## src/rtl/bilinear_interp_pkg.sv

```systemverilog
// Shared types and constant helpers for the bilinear interpolator datapath.
// Struct field widths follow the default pixel/weight widths of the top.
package bilinear_interp_pkg;

    localparam int PIX_W  = 8;
    localparam int FRAC_W = 4;

    // Weight value that represents 1.0 for an F-bit fraction.
    function automatic int FRAC_ONE(input int f);
        return 1 << f;
    endfunction

    // Rounding offset for the final >>2F normalisation (half rounds up).
    function automatic int ROUND_HALF(input int f);
        return 1 << (2 * f - 1);
    endfunction

    typedef struct packed {
        logic [PIX_W-1:0] p00;
        logic [PIX_W-1:0] p01;
        logic [PIX_W-1:0] p10;
        logic [PIX_W-1:0] p11;
    } pix_quad_t;

    typedef struct packed {
        logic [FRAC_W-1:0] fx;
        logic [FRAC_W-1:0] fy;
    } frac_pair_t;

endpackage

```

## src/rtl/bilinear_interp_lerp_stage.sv

```systemverilog
// One registered linear blend a*(ONE-w)+b*w with valid pass-through.
// Result is W+F bits wide, which holds the full-scale product exactly.
module lerp_stage
    import bilinear_interp_pkg::*;
#(
    parameter int W = 8,
    parameter int F = 4
) (
    input  logic           clk,
    input  logic           rst,
    input  logic           en,
    input  logic           i_valid,
    input  logic [W-1:0]   i_a,
    input  logic [W-1:0]   i_b,
    input  logic [F-1:0]   i_w,
    output logic           o_valid,
    output logic [W+F-1:0] o_res
);
    localparam int RW = W + F;

    logic [RW-1:0] w_wb;
    logic [RW-1:0] w_wa;
    logic [RW-1:0] w_a;
    logic [RW-1:0] w_b;
    logic [RW-1:0] w_sum;

    logic          r_valid;
    logic [RW-1:0] r_res;

    assign w_wb  = RW'(i_w);
    assign w_wa  = RW'(FRAC_ONE(F)) - w_wb;
    assign w_a   = RW'(i_a);
    assign w_b   = RW'(i_b);
    assign w_sum = w_a * w_wa + w_b * w_wb;

    always_ff @(posedge clk) begin
        if (!rst) begin
            r_valid <= 1'b0;
            r_res   <= '0;
        end else if (en) begin
            r_valid <= i_valid;
            r_res   <= w_sum;
        end
    end

    assign o_valid = r_valid;
    assign o_res   = r_res;

endmodule

```

## src/rtl/bilinear_interp.sv

```systemverilog
// Four-stage bilinear interpolator: input register, horizontal blends,
// vertical blend, then round/background select into the output register.
module bilinear_interp
    import bilinear_interp_pkg::*;
#(
    parameter int DATA_Width = PIX_W,
    parameter int FRAC_Width = FRAC_W,
    parameter int BG_VALUE   = 0
) (
    input  logic                  clk,
    input  logic                  rst,
    input  logic                  en,
    input  logic                  in_valid,
    input  logic                  in_oob,
    input  logic [DATA_Width-1:0] p00,
    input  logic [DATA_Width-1:0] p01,
    input  logic [DATA_Width-1:0] p10,
    input  logic [DATA_Width-1:0] p11,
    input  logic [FRAC_Width-1:0] frac_x,
    input  logic [FRAC_Width-1:0] frac_y,
    output logic                  out_valid,
    output logic [DATA_Width-1:0] out_pixel
);
    localparam int HW   = DATA_Width + FRAC_Width;
    localparam int ACCW = DATA_Width + 2 * FRAC_Width;

    // S1: captured inputs
    pix_quad_t             r_s1_quad;
    frac_pair_t            r_s1_frac;
    logic                  r_s1_valid;
    logic                  r_s1_oob;

    // S2: horizontal blends plus the side-band that must travel with them
    logic [HW-1:0]         w_top;
    logic [HW-1:0]         w_bot;
    logic                  w_top_valid;
    logic                  w_bot_valid;
    logic                  w_s2_valid;
    logic [FRAC_Width-1:0] r_s2_fy;
    logic                  r_s2_oob;

    // S3: vertical blend
    logic [ACCW-1:0]       w_acc;
    logic                  w_s3_valid;
    logic                  r_s3_oob;

    // S4: output
    logic [ACCW-1:0]       w_rnd;
    logic [DATA_Width-1:0] w_pix;
    logic                  r_out_valid;
    logic [DATA_Width-1:0] r_out_pixel;

    always_ff @(posedge clk) begin
        if (!rst) begin
            r_s1_quad  <= '0;
            r_s1_frac  <= '0;
            r_s1_valid <= 1'b0;
            r_s1_oob   <= 1'b0;
        end else if (en) begin
            r_s1_quad  <= {p00, p01, p10, p11};
            r_s1_frac  <= {frac_x, frac_y};
            r_s1_valid <= in_valid;
            r_s1_oob   <= in_oob;
        end
    end

    lerp_stage #(.W(DATA_Width), .F(FRAC_Width)) u_lerp_top (
        .clk     (clk),
        .rst     (rst),
        .en      (en),
        .i_valid (r_s1_valid),
        .i_a     (r_s1_quad.p00),
        .i_b     (r_s1_quad.p01),
        .i_w     (r_s1_frac.fx),
        .o_valid (w_top_valid),
        .o_res   (w_top)
    );

    lerp_stage #(.W(DATA_Width), .F(FRAC_Width)) u_lerp_bot (
        .clk     (clk),
        .rst     (rst),
        .en      (en),
        .i_valid (r_s1_valid),
        .i_a     (r_s1_quad.p10),
        .i_b     (r_s1_quad.p11),
        .i_w     (r_s1_frac.fx),
        .o_valid (w_bot_valid),
        .o_res   (w_bot)
    );

    assign w_s2_valid = w_top_valid & w_bot_valid;

    always_ff @(posedge clk) begin
        if (!rst) begin
            r_s2_fy  <= '0;
            r_s2_oob <= 1'b0;
            r_s3_oob <= 1'b0;
        end else if (en) begin
            r_s2_fy  <= r_s1_frac.fy;
            r_s2_oob <= r_s1_oob;
            r_s3_oob <= r_s2_oob;
        end
    end

    lerp_stage #(.W(HW), .F(FRAC_Width)) u_lerp_vert (
        .clk     (clk),
        .rst     (rst),
        .en      (en),
        .i_valid (w_s2_valid),
        .i_a     (w_top),
        .i_b     (w_bot),
        .i_w     (r_s2_fy),
        .o_valid (w_s3_valid),
        .o_res   (w_acc)
    );

    // Max acc + half still fits ACCW bits, so the shifted result never exceeds the pixel range.
    assign w_rnd = w_acc + ACCW'(ROUND_HALF(FRAC_Width));
    assign w_pix = DATA_Width'(w_rnd >> (2 * FRAC_Width));

    always_ff @(posedge clk) begin
        if (!rst) begin
            r_out_valid <= 1'b0;
            r_out_pixel <= '0;
        end else if (en) begin
            r_out_valid <= w_s3_valid;
            if (w_s3_valid)
                r_out_pixel <= r_s3_oob ? DATA_Width'(BG_VALUE) : w_pix;
        end
    end

    assign out_valid = r_out_valid;
    assign out_pixel = r_out_pixel;

endmodule

```

## config.mk

```make
export PLATFORM = sky130hd
export DESIGN_NAME = bilinear_interp
export DESIGN_NICKNAME = d
export VERILOG_FILES = /design/src/rtl/bilinear_interp_pkg.sv /design/src/rtl/bilinear_interp_lerp_stage.sv /design/src/rtl/bilinear_interp.sv
export SDC_FILE = /design/constraint.sdc
export NUM_CORES = 1
export LEC_CHECK = 0
export ABC_AREA = 0
export BUFFER_PORTS_ARGS = -buffer_cell sky130_fd_sc_hd__buf_2
export CORE_MARGIN = 2
export CORE_UTILIZATION = 45
export DETAILED_ROUTE_END_ITERATION = 16
export HOLD_SLACK_MARGIN = 0.15
export SKIP_CTS_REPAIR_TIMING = 1
export SLEW_MARGIN = 5
export SYNTH_ARGS = -nofsm -noshare
export SYNTH_HDL_FRONTEND = slang
export SYNTH_SLANG_ARGS = --single-unit
```

## constraint.sdc

```tcl
create_clock -name clk -period 8.85 [get_ports clk]
set_input_delay 0.885 -clock clk [delete_from_list [all_inputs] [get_ports clk]]
set_output_delay 0.885 -clock clk [all_outputs]
set_load 0.02 [all_outputs]
```

==> results of run 1 <==
registers in the layout, indices dropped and copies added, names as in the netlist, 4 cells and up:
name and cells:
out_pixel 8, r_s2_fy 4, u_lerp_bot.o_res 12, r_s1_frac 8, u_lerp_top.o_res 12, r_s1_quad 32, u_lerp_vert.o_res 9
power groups by stage:
| stage | registers, mW | clock network (mW) | logic, mW |
|---|---|---|---|
| finish | 0.490 | 0.389 | 0.411 |
| global route | 0.497 | 0.412 | 0.483 |
| CTS | 0.490 | 0.400 | 0.419 |
| detailed placement | 0.500 | 0 | 0.414 |
| global placement | 0.500 | 0 | 0.404 |
| floorplan | 0.474 | 0 | 0.328 |
layer usage:
| metal | GRT usage | wire [microns] |
|---|---|---|
| met1 | 0.243 | 10600 |
| met2 | 0.308 | 11100 |
| met3 | 0.0212 | 498 |
| met4 | 0.0399 | 293 |
| met5 | 0 | 0 |
metrics by stage:
stage / utilization / worst slack, ns / power, mW / instance area [sq um] / hold slack, ns
after floorplan: - / 3.04 / 0.802 / 11600 / 0.438
after CTS: 0.493 / 2.14 / 1.31 / 12400 / 0.471
after detailed placement: 0.482 / 2.17 / 0.913 / 12100 / 0.460
after global placement: 0.482 / 2.43 / 0.903 / 12100 / 0.459
after global routing: 0.493 / 1.59 / 1.39 / 12400 / 0.484
final: 0.493 / 2.19 / 1.29 / 12400 / 0.472
final timing paths:
path                                                         start                                  to  slack [ns]  depth (start not counted)
worst max-delay path                       r_s2_fy[0]$_SDFFE_PN0P_  u_lerp_vert.o_res[15]$_SDFFE_PN0P_        2.19                         21
worst min-delay path            u_lerp_vert.o_res[15]$_SDFFE_PN0P_  u_lerp_vert.o_res[15]$_SDFFE_PN0P_        0.47                          2
worst max register to register             r_s2_fy[0]$_SDFFE_PN0P_  u_lerp_vert.o_res[15]$_SDFFE_PN0P_        2.19                         21
worst min register to register  u_lerp_vert.o_res[15]$_SDFFE_PN0P_  u_lerp_vert.o_res[15]$_SDFFE_PN0P_        0.47                          2
cell families (layout without fill, tap and decap cells):
| group | count (synthesis) | count (layout) |
|---|---|---|
| adders and majority gates | 304 | 304 |
| AOI/OAI and AO/OA | 73 | 73 |
| xor gates and xnor gates | 45 | 45 |
| DFF | 92 | 92 |
| buffers and inverters | 251 | 283 |
| and+or+nand+nor | 385 | 385 |
| muxes | 70 | 70 |
synth_stat cells (all sizes together) (2+ instances only):
master and number:
nor2 2, a211oi 2, xnor2 33, clkbuf 43, and2 152, dfxtp 92
nor2b 81, o21bai 5, nor3 2, xor2 12, and3 5, nand3b 8
o21ai 11, nand3 10, o211a 3, buf 2, nand4b 2, nand2b 3
a22oi 7, mux2i 70, nand4 4, nor3b 3, a21oi 23, nand2 113
inv 206, ha 137, o211ai 6, fa 167, a21o 8, a21boi 2
worst register-to-register path: stages (launching register included):
cell      delay (ns)
dfxtp_1         0.83
inv_1           0.12
ha_1            0.26
xnor2_1         0.68
nand2_1         0.19
fa_1            0.49
fa_1            0.52
inv_1           0.04
ha_1            0.29
fa_1            0.45
fa_1            0.51
inv_1           0.05
fa_1            0.47
inv_1           0.04
ha_1            0.32
a21o_1          0.20
a21oi_1         0.24
o31ai_4         0.14
a41oi_2         0.32
o221ai_2        0.16
xnor2_1         0.18
o21ai_1         0.07
final cells by class:
cell class / instances / area share
multi-input combinational: 877 / 0.707
clock buffer: 9 / 0.0181
clock inverter: 7 / 0.00484
sequential: 92 / 0.148
timing repair buffer: 61 / 0.0264
tap: 330 / 0.0332
inverter: 206 / 0.0623
==> flow_summary.toml, run 1 <==
[critical_path]
critPathMostFrequentCell = "fa_1"
arrival_ns = 6.91
worstPathRequired_ns = 9.10
critPathKind = "reg2reg"
crit_path_top_delay_cell = "dfxtp_1"
crit_fanout = 26
critPathMaxStageDelay_ns = 0.83
cp_top_family = "adder cells"
path_buf_inv = 4
crit_chain = "inv_1 -> ha_1 -> xnor2_1 -> nand2_1 -> fa_1 -> fa_1 -> inv_1 -> ha_1 -> fa_1 -> fa_1 -> inv_1 -> fa_1 -> inv_1 -> ha_1 -> a21o_1 -> a21oi_1 -> o31ai_4 -> a41oi_2 -> o221ai_2 -> xnor2_1 -> o21ai_1"
crit_path_start_kind = "flip-flop"
critPathCaptureType = "flip-flop"

[finish]
final_common_cell = "inv_1"
seq_area_sq_mm = 0.00184
layout_common_cells = "206 x inv_1, 167 x fa_1, 152 x and2_1"
layoutNonFillerInstCount = 1582
diodes = 0
drive_above_1_share = 0.0639
multi_input_area_sq_mm = 0.00878
fin_nets = 1596
n_fill_cell = 2404
syn_to_final_growth_pct = 7.41

[synthesis]
synth_mux_area_frac = 0.0606
synth_top_family_by_area = "adder cells"
syn_nets = 1569
ys_ff_latch = 92
yosysWarnings = 0
yosys.area_share.simple = 0.184
yosysTopAreaCell = "fa_1"
synth_flop_cell = "dfxtp_1"
yosys.area_share.xor_xnor = 0.0341
synth_fa_ha_area_frac = 0.437
synth_compound_area_frac = 0.0435
yosysUniqueCellTypes = 37
netlist_instances = 1220
ys_async_sr_fraction = 0
ys_seq_area_frac = 0.159
synth_top_area_frac = 0.289
syn_area_per_cell_sq_um = 9.48
synth_area_leaders = "fa_1 29%, dfxtp_1 16%, ha_1 15%"
synth_edf_count = 0
syn_area_sq_mm = 0.0116

[global_routing]
grt_max_degree = 103
grt_use_total = 0.179
antenna_found_initial = 0
grt_pass1_wl_microns = 38500
grt_overflow = 0
grt_pass1_vias = 7977

[drt]
drtIter0Drc = 270
wl_per_cell_microns = 14.2
drcViolationCount = 0
vias = 7830
routed_via_density = 4.95
routed_wl_microns = 22400
drt_pass1_iterations = 4
ant_nets = 0

[flow_run]
cap_violations = 0

[place]
place_congestion = 0.827
placedCellCount = 1566
portBuffers = 53
hpwlAfterDp_microns = 18000

[floorplanning]
dieArea_sq_mm = 0.0270
initial_core_util = 0.459
fp.dieW_microns = 164
core_sq_mm = 0.0252
pin_count = 54
die_h_microns = 164
rows = 58

[timing]
rsz0062_at_grt = "false"
worst_pin_slew_ns = 0.913
max_freq_mhz = 150
setup_tns_ns = 0
slew_headroom = 0.387
setup_viol = 0
finalCritPeriodShare = 0.752
maxSlewViolCount = 0
final_hold_viol_count = 0
layout_min_cycle_time_ns = 6.66
finClkSkew_ns = 0.00511

[pwr]
clkPwrFrac = 0.301
p_per_area_mw_per_mm2 = 104
power.leakage_nw = 6.30
peakVddDrop_mv = 0.0977
p_int_mw = 0.821
seqPwrFrac = 0.380
p_sw_frac = 0.363
combinationalPowerShare = 0.319
p_sw_mw = 0.468

[clock_network]
clk_latency_ns = 0.36
htreeDepth = 3
clockBufferDepth = 2
path_clk_slew_ns = 0.08
clockRootBuffer = "clkbuf_16"
numCtsBuffers = 9
cts_tree = "built"
clock-sinks = 92

[run_status]
outcome = "finished clean"

[min_path]
min_path_type = "reg2reg"
Power figures use the tool's default switching activity.
==> run 2: changes to the inputs <==
--- a/config.mk
+++ b/config.mk
@@ -5,7 +5,7 @@
 export SDC_FILE = /design/constraint.sdc
 export NUM_CORES = 1
 export LEC_CHECK = 0
-export ABC_AREA = 0
+export ABC_AREA = 1
 export BUFFER_PORTS_ARGS = -buffer_cell sky130_fd_sc_hd__buf_2
 export CORE_MARGIN = 2
 export CORE_UTILIZATION = 45
==> constraint.sdc (replaced) <==
create_clock -name clk -period 6.7 [get_ports clk]
set_input_delay 0.67 -clock clk [delete_from_list [all_inputs] [get_ports clk]]
set_output_delay 0.67 -clock clk [all_outputs]
set_load 0.02 [all_outputs]
==> flow_summary.toml, run 2 <==
[place]
place_congestion = 0.894
portBuffers = 53
hpwlAfterDp_microns = 22400

[critical_path]
critPathCaptureType = "flip-flop"
ff2ff_setup_slack_ns = 0.98
cp-startpoint = "r_s2_fy[1]$_SDFFE_PN0P_"
crit_fanout = 14
crit_path_start_kind = "flip-flop"
critPathKind = "reg2reg"
regToRegStartpoint = "r_s2_fy[1]$_SDFFE_PN0P_"
arrival_ns = 5.97
worstPathRequired_ns = 6.95

[pwr]
power.leakage_nw = 7.60
p_per_area_mw_per_mm2 = 197
peakVddDrop_mv = 0.135

[timing]
max_freq_mhz = 175
setup_viol = 0
setup_tns_ns = 0
maxSlewViolCount = 0
final_hold_viol_count = 0
hold_slack_ns = 0.460
finalCritPeriodShare = 0.854
worst_pin_slew_ns = 1.01
slew_headroom = 0.328
layout_min_cycle_time_ns = 5.72
finClkSkew_ns = 0.0108
rsz0062_at_grt = "false"

[floorplanning]
pin_count = 54
die_h_microns = 168
core_sq_mm = 0.0267
rows = 60
initial_core_util = 0.455
dieArea_sq_mm = 0.0284
fp.dieW_microns = 168

[clock_network]
clock-sinks = 92
clockBufferDepth = 2
htreeDepth = 3
clockRootBuffer = "clkbuf_16"
clk_latency_ns = 0.36
numCtsBuffers = 9
path_clk_slew_ns = 0.07
cts_tree = "built"

[synthesis]
syn_area_sq_mm = 0.0122
syn_nets = 1991
synth_commonest_cells = "412 x inv_1, 352 x nand2_1, 167 x fa_1"
yosysTopAreaCell = "fa_1"
synth_flop_cell = "dfxtp_1"
syn_area_per_cell_sq_um = 7.41
synthMostInstantiatedCell = "inv_1"
yosysWarnings = 0
yosysUniqueCellTypes = 38
synth_edf_count = 0
synth_area_leaders = "fa_1 27%, dfxtp_1 15%, ha_1 14%"
ys_async_sr_fraction = 0
ys_seq_area_frac = 0.151
netlist_instances = 1642
ys_ff_latch = 92
synth_top_area_frac = 0.275

[drt]
ant_nets = 0
vias = 9757
drt_pass1_iterations = 5
drcViolationCount = 0
routed_wl_microns = 27900
wl_per_cell_microns = 13.8
routed_via_density = 4.84
drtIter0Drc = 477

[global_routing]
grt_overflow = 0
use_met1 = 0.275
grt_pass1_vias = 10000
antenna_found_initial = 0
gr-usage-met3 = 0.0183
busiest_layer = "met2"
grt_pass1_wl_microns = 48400
met2_usage = 0.376
grt_max_degree = 90
grt_use_total = 0.212

[finish]
layout_common_cells = "411 x inv_1, 352 x nand2_1, 167 x fa_1"
syn_to_final_growth_pct = 7.11
fin_nets = 2017
largest_reg_flops = 32
drive_above_1_share = 0.0586
diodes = 0
final_common_cell = "inv_1"
regMostFlops = "r_s1_quad"

[min_path]
min_from = "out_pixel[4]$_SDFFE_PN0P_"
min_path_type = "reg2reg"

[flow_run]
cap_violations = 0

[run_status]
outcome = "finished clean"
==> run 2: cell types whose count changed after synthesis, moves of 70 or more <==
| cell | before | now |
|---|---|---|
| nand2_1 | 113 | 352 |
| inv_1 | 206 | 412 |
| nor2_1 | 2 | 161 |
| and2_1 | 152 | 1 |
| nor2b_1 | 81 | 0 |
| o21ai_0 | 5 | 80 |
| mux2i_1 | 70 | 0 |
==> run 2: stage by stage <==
step | instance area [sq um] | instances | power [mW] | setup slack (ns) | util
detailed placement | 12700 | 1998 | 2.04 | 0.999 | 0.476
floorplan | 12200 | 1642 | 1.69 | 1.59 | -
CTS | 13000 | 2014 | 2.60 | 0.975 | 0.488
finish | 13000 | 2014 | 2.57 | 0.980 | 0.488
global route | 13000 | 2014 | 2.85 | 0.538 | 0.488
global placement | 12700 | 1998 | 2.02 | 1.12 | 0.476
==> run 2: final cells by class <==
| cell class | count | area [sq um] |
|---|---|---|
| Tap cell | 341 | 427 |
| Sequential cell | 92 | 1840 |
| Clock buffer | 10 | 239 |
| Fill cell | 2758 | 13700 |
| Timing Repair Buffer | 64 | 348 |
| Multi-Input combinational cell | 1085 | 8540 |
| Inverter | 416 | 1570 |
| Clock inverter | 6 | 71.3 |
==> run 2: worst paths after layout <==
path	endpoint	cells after the start
worst max-delay path	u_lerp_vert.o_res[15]$_SDFFE_PN0P_	25
worst min-delay path	out_pixel[4]$_SDFFE_PN0P_	2
worst max register to register	u_lerp_vert.o_res[15]$_SDFFE_PN0P_	25
worst min register to register	out_pixel[4]$_SDFFE_PN0P_	2
==> run 2: report_power, final <==
part,switching (mW),leakage [nW],internal [mW]
logic,0.833,6.69,0.508
clock network,0.248,0.146,0.303
registers,0.0771,0.762,0.605
total,1.16,7.60,1.42
==> run 2: per-layer routing <==
layer,part of all wire,up-vias
met5,0,-
met4,0.024,0
met3,0.030,37
met2,0.49,173
met1,0.46,4616
li1,-,4931
==> run 2: worst max-delay path, stage by stage (launching register included) <==
cell and delay (ns):
dfxtp_1 0.63, inv_1 0.12, ha_1 0.26, xnor2_1 0.14, buf_4 0.16, inv_1 0.17, nor2_1 0.09, fa_1 0.50
inv_1 0.05, fa_1 0.47, inv_1 0.04, ha_1 0.29, fa_1 0.45, fa_1 0.52, inv_1 0.05, fa_1 0.47
inv_1 0.04, ha_1 0.34, nand2_1 0.10, nor2_1 0.18, and2_1 0.18, a21oi_1 0.08, nand2_1 0.07, nand3_1 0.07
nand2_1 0.09, inv_1 0.04
==> run 2: kinds of logic after synthesis <==
group,after synthesis,share of synthesized area
compound gates,159,0.0678
xor+xnor,23,0.0181
fa+ha+maj,304,0.416
flops,92,0.151
buf+inv,465,0.147
simple gates,599,0.200
==> run 3: changes to the inputs <==
--- a/config.mk
+++ b/config.mk
@@ -6,13 +6,14 @@
 export NUM_CORES = 1
 export LEC_CHECK = 0
 export ABC_AREA = 1
-export BUFFER_PORTS_ARGS = -buffer_cell sky130_fd_sc_hd__buf_2
 export CORE_MARGIN = 2
 export CORE_UTILIZATION = 45
 export DETAILED_ROUTE_END_ITERATION = 16
+export DONT_BUFFER_PORTS = 1
 export HOLD_SLACK_MARGIN = 0.15
 export SKIP_CTS_REPAIR_TIMING = 1
 export SLEW_MARGIN = 5
 export SYNTH_ARGS = -nofsm -noshare
 export SYNTH_HDL_FRONTEND = slang
+export SYNTH_HIERARCHICAL = 1
 export SYNTH_SLANG_ARGS = --single-unit
==> flow_summary.toml, run 3 <==
[run_status]
outcome = "finished clean"

[clock_network]
clockRootBuffer = "clkbuf_16"
path_clk_slew_ns = 0.08
clock-sinks = 93
clk_latency_ns = 0.36
cts_tree = "built"
numCtsBuffers = 9
clockBufferDepth = 2
htreeDepth = 3

[drt]
dr_wl_met2_microns = 12700
drtIter0Drc = 565
drcViolationCount = 0
wl_met3_microns = 895
routed_via_density = 4.74
drt_pass1_iterations = 6
routed_wl_microns = 27300
wl_met1_microns = 13200
dr.max_layer_used = "met4"
wl_per_cell_microns = 13.2
ant_nets = 0
vias = 9818

[finish]
seq_area_sq_mm = 0.00186
layout_common_cells = "435 x nand2_1, 416 x inv_1, 247 x nor2_1"
syn_to_final_growth_pct = 4.92
fin_nets = 2047
n_fill_cell = 2755
multi_input_area_sq_mm = 0.00865
final_common_cell = "nand2_1"
regMostFlops = "r_s1_quad"
drive_above_1_share = 0.0451
diodes = 0
largest_reg_flops = 32

[floorplanning]
fp.dieW_microns = 170
pin_count = 54
rows = 60
dieArea_sq_mm = 0.0288
initial_core_util = 0.458
die_h_microns = 170
core_sq_mm = 0.0270

[timing]
layout_min_cycle_time_ns = 5.50
finalCritPeriodShare = 0.821
worst_pin_slew_ns = 0.726
timing.final.ws_setup_ns = 1.20
max_freq_mhz = 182
slew_headroom = 0.515
setup_viol = 0
finClkSkew_ns = 0.0128
maxSlewViolCount = 0
setup_tns_ns = 0
final_hold_viol_count = 0
rsz0062_at_grt = "false"

[place]
hpwlAfterDp_microns = 22100
pre_cts_ws_ns = 1.22
place_congestion = 0.889
portBuffers = 0

[global_routing]
grt_pass1_vias = 9935
grt_overflow = 0
grt_use_total = 0.203
grt_max_degree = 109
antenna_found_initial = 0
grt_pass1_wl_microns = 47500

[synthesis]
syn_area_per_cell_sq_um = 7.07
netlist_instances = 1746
syn_nets = 2068
syn_area_sq_mm = 0.0123
yosysWarnings = 6

[critical_path]
critPathCaptureType = "flip-flop"
worstPathRequired_ns = 6.96
crit_path_start_kind = "flip-flop"
arrival_ns = 5.76
crit_fanout = 12
critPathKind = "reg2reg"

[pwr]
seqPwrFrac = 0.276
p_per_area_mw_per_mm2 = 197
p_int_mw = 1.38
power.leakage_nw = 7.67
combinationalPowerShare = 0.508
clkPwrFrac = 0.216
p_sw_frac = 0.461
p_sw_mw = 1.18
peakVddDrop_mv = 0.138

[flow_run]
cap_violations = 0

[min_path]
min_path_type = "in2reg"
[run 3: area by class of cell]
class / instances / share of cell area
timing repair buffer: 12 / 0.00696
inverter: 428 / 0.124
multi-input combinational: 1181 / 0.668
sequential: 93 / 0.144
clock inverter: 7 / 0.00667
tap: 341 / 0.0329
clock buffer: 9 / 0.0174
[run 3: through the flow]
stage | area, sq um | utilization | hold slack [ns] | instances | total power, mW
floorplan | 12300 | - | 0.449 | 1746 | 1.73
global placement | 12600 | 0.469 | 0.460 | 2055 | 2.00
detailed placement | 12600 | 0.469 | 0.468 | 2055 | 2.01
CTS | 12900 | 0.480 | 0.391 | 2071 | 2.58
global route | 12900 | 0.480 | 0.414 | 2071 | 2.82
finish | 12900 | 0.480 | 0.432 | 2071 | 2.55
[run 3: routing by layer]
| metal | global-route usage | vias up |
|---|---|---|
| met5 | 0 | - |
| met4 | 0.0543 | 0 |
| met3 | 0.0252 | 29 |
| met2 | 0.349 | 186 |
| met1 | 0.272 | 4535 |
| li1 | - | 5068 |
[run 3: power groups by stage]
stage	clock network, mW	logic (mW)	registers [mW]
floorplan	0	1.06	0.673
global placement	0	1.28	0.718
detailed placement	0	1.29	0.717
CTS	0.571	1.30	0.704
global route	0.588	1.52	0.713
finish	0.552	1.30	0.704
[run 3: path summary, 6_finish.rpt]
kind                              from                                end  slack (ns)  depth (start not counted)
max          r_s1_frac[5]$_SDFFE_PN0P_   u_lerp_top/o_res[7]$_SDFFE_PN0P_        1.20                         23
min                                 en  u_lerp_top/o_res[11]$_SDFFE_PN0P_        0.43                          1
max reg2reg  r_s1_frac[5]$_SDFFE_PN0P_   u_lerp_top/o_res[7]$_SDFFE_PN0P_        1.20                         23
min reg2reg      r_s2_oob$_SDFFE_PN0P_              r_s3_oob$_SDFFE_PN0P_        0.48                          2
[run 3: worst max-delay path, stage by stage (launching register included)]
cell	delay [ns]
dfxtp_1	0.60
buf_4	0.27
inv_1	0.06
ha_1	0.25
xnor2_2	0.27
nand2_1	0.13
fa_1	0.51
inv_1	0.05
fa_1	0.51
fa_1	0.44
fa_1	0.54
inv_1	0.05
fa_1	0.52
inv_1	0.04
ha_1	0.38
nand2_2	0.12
inv_1	0.04
nand2_1	0.07
nand2_2	0.06
a21oi_1	0.15
xor2_1	0.17
nand2_1	0.06
nand2_1	0.05
inv_1	0.04
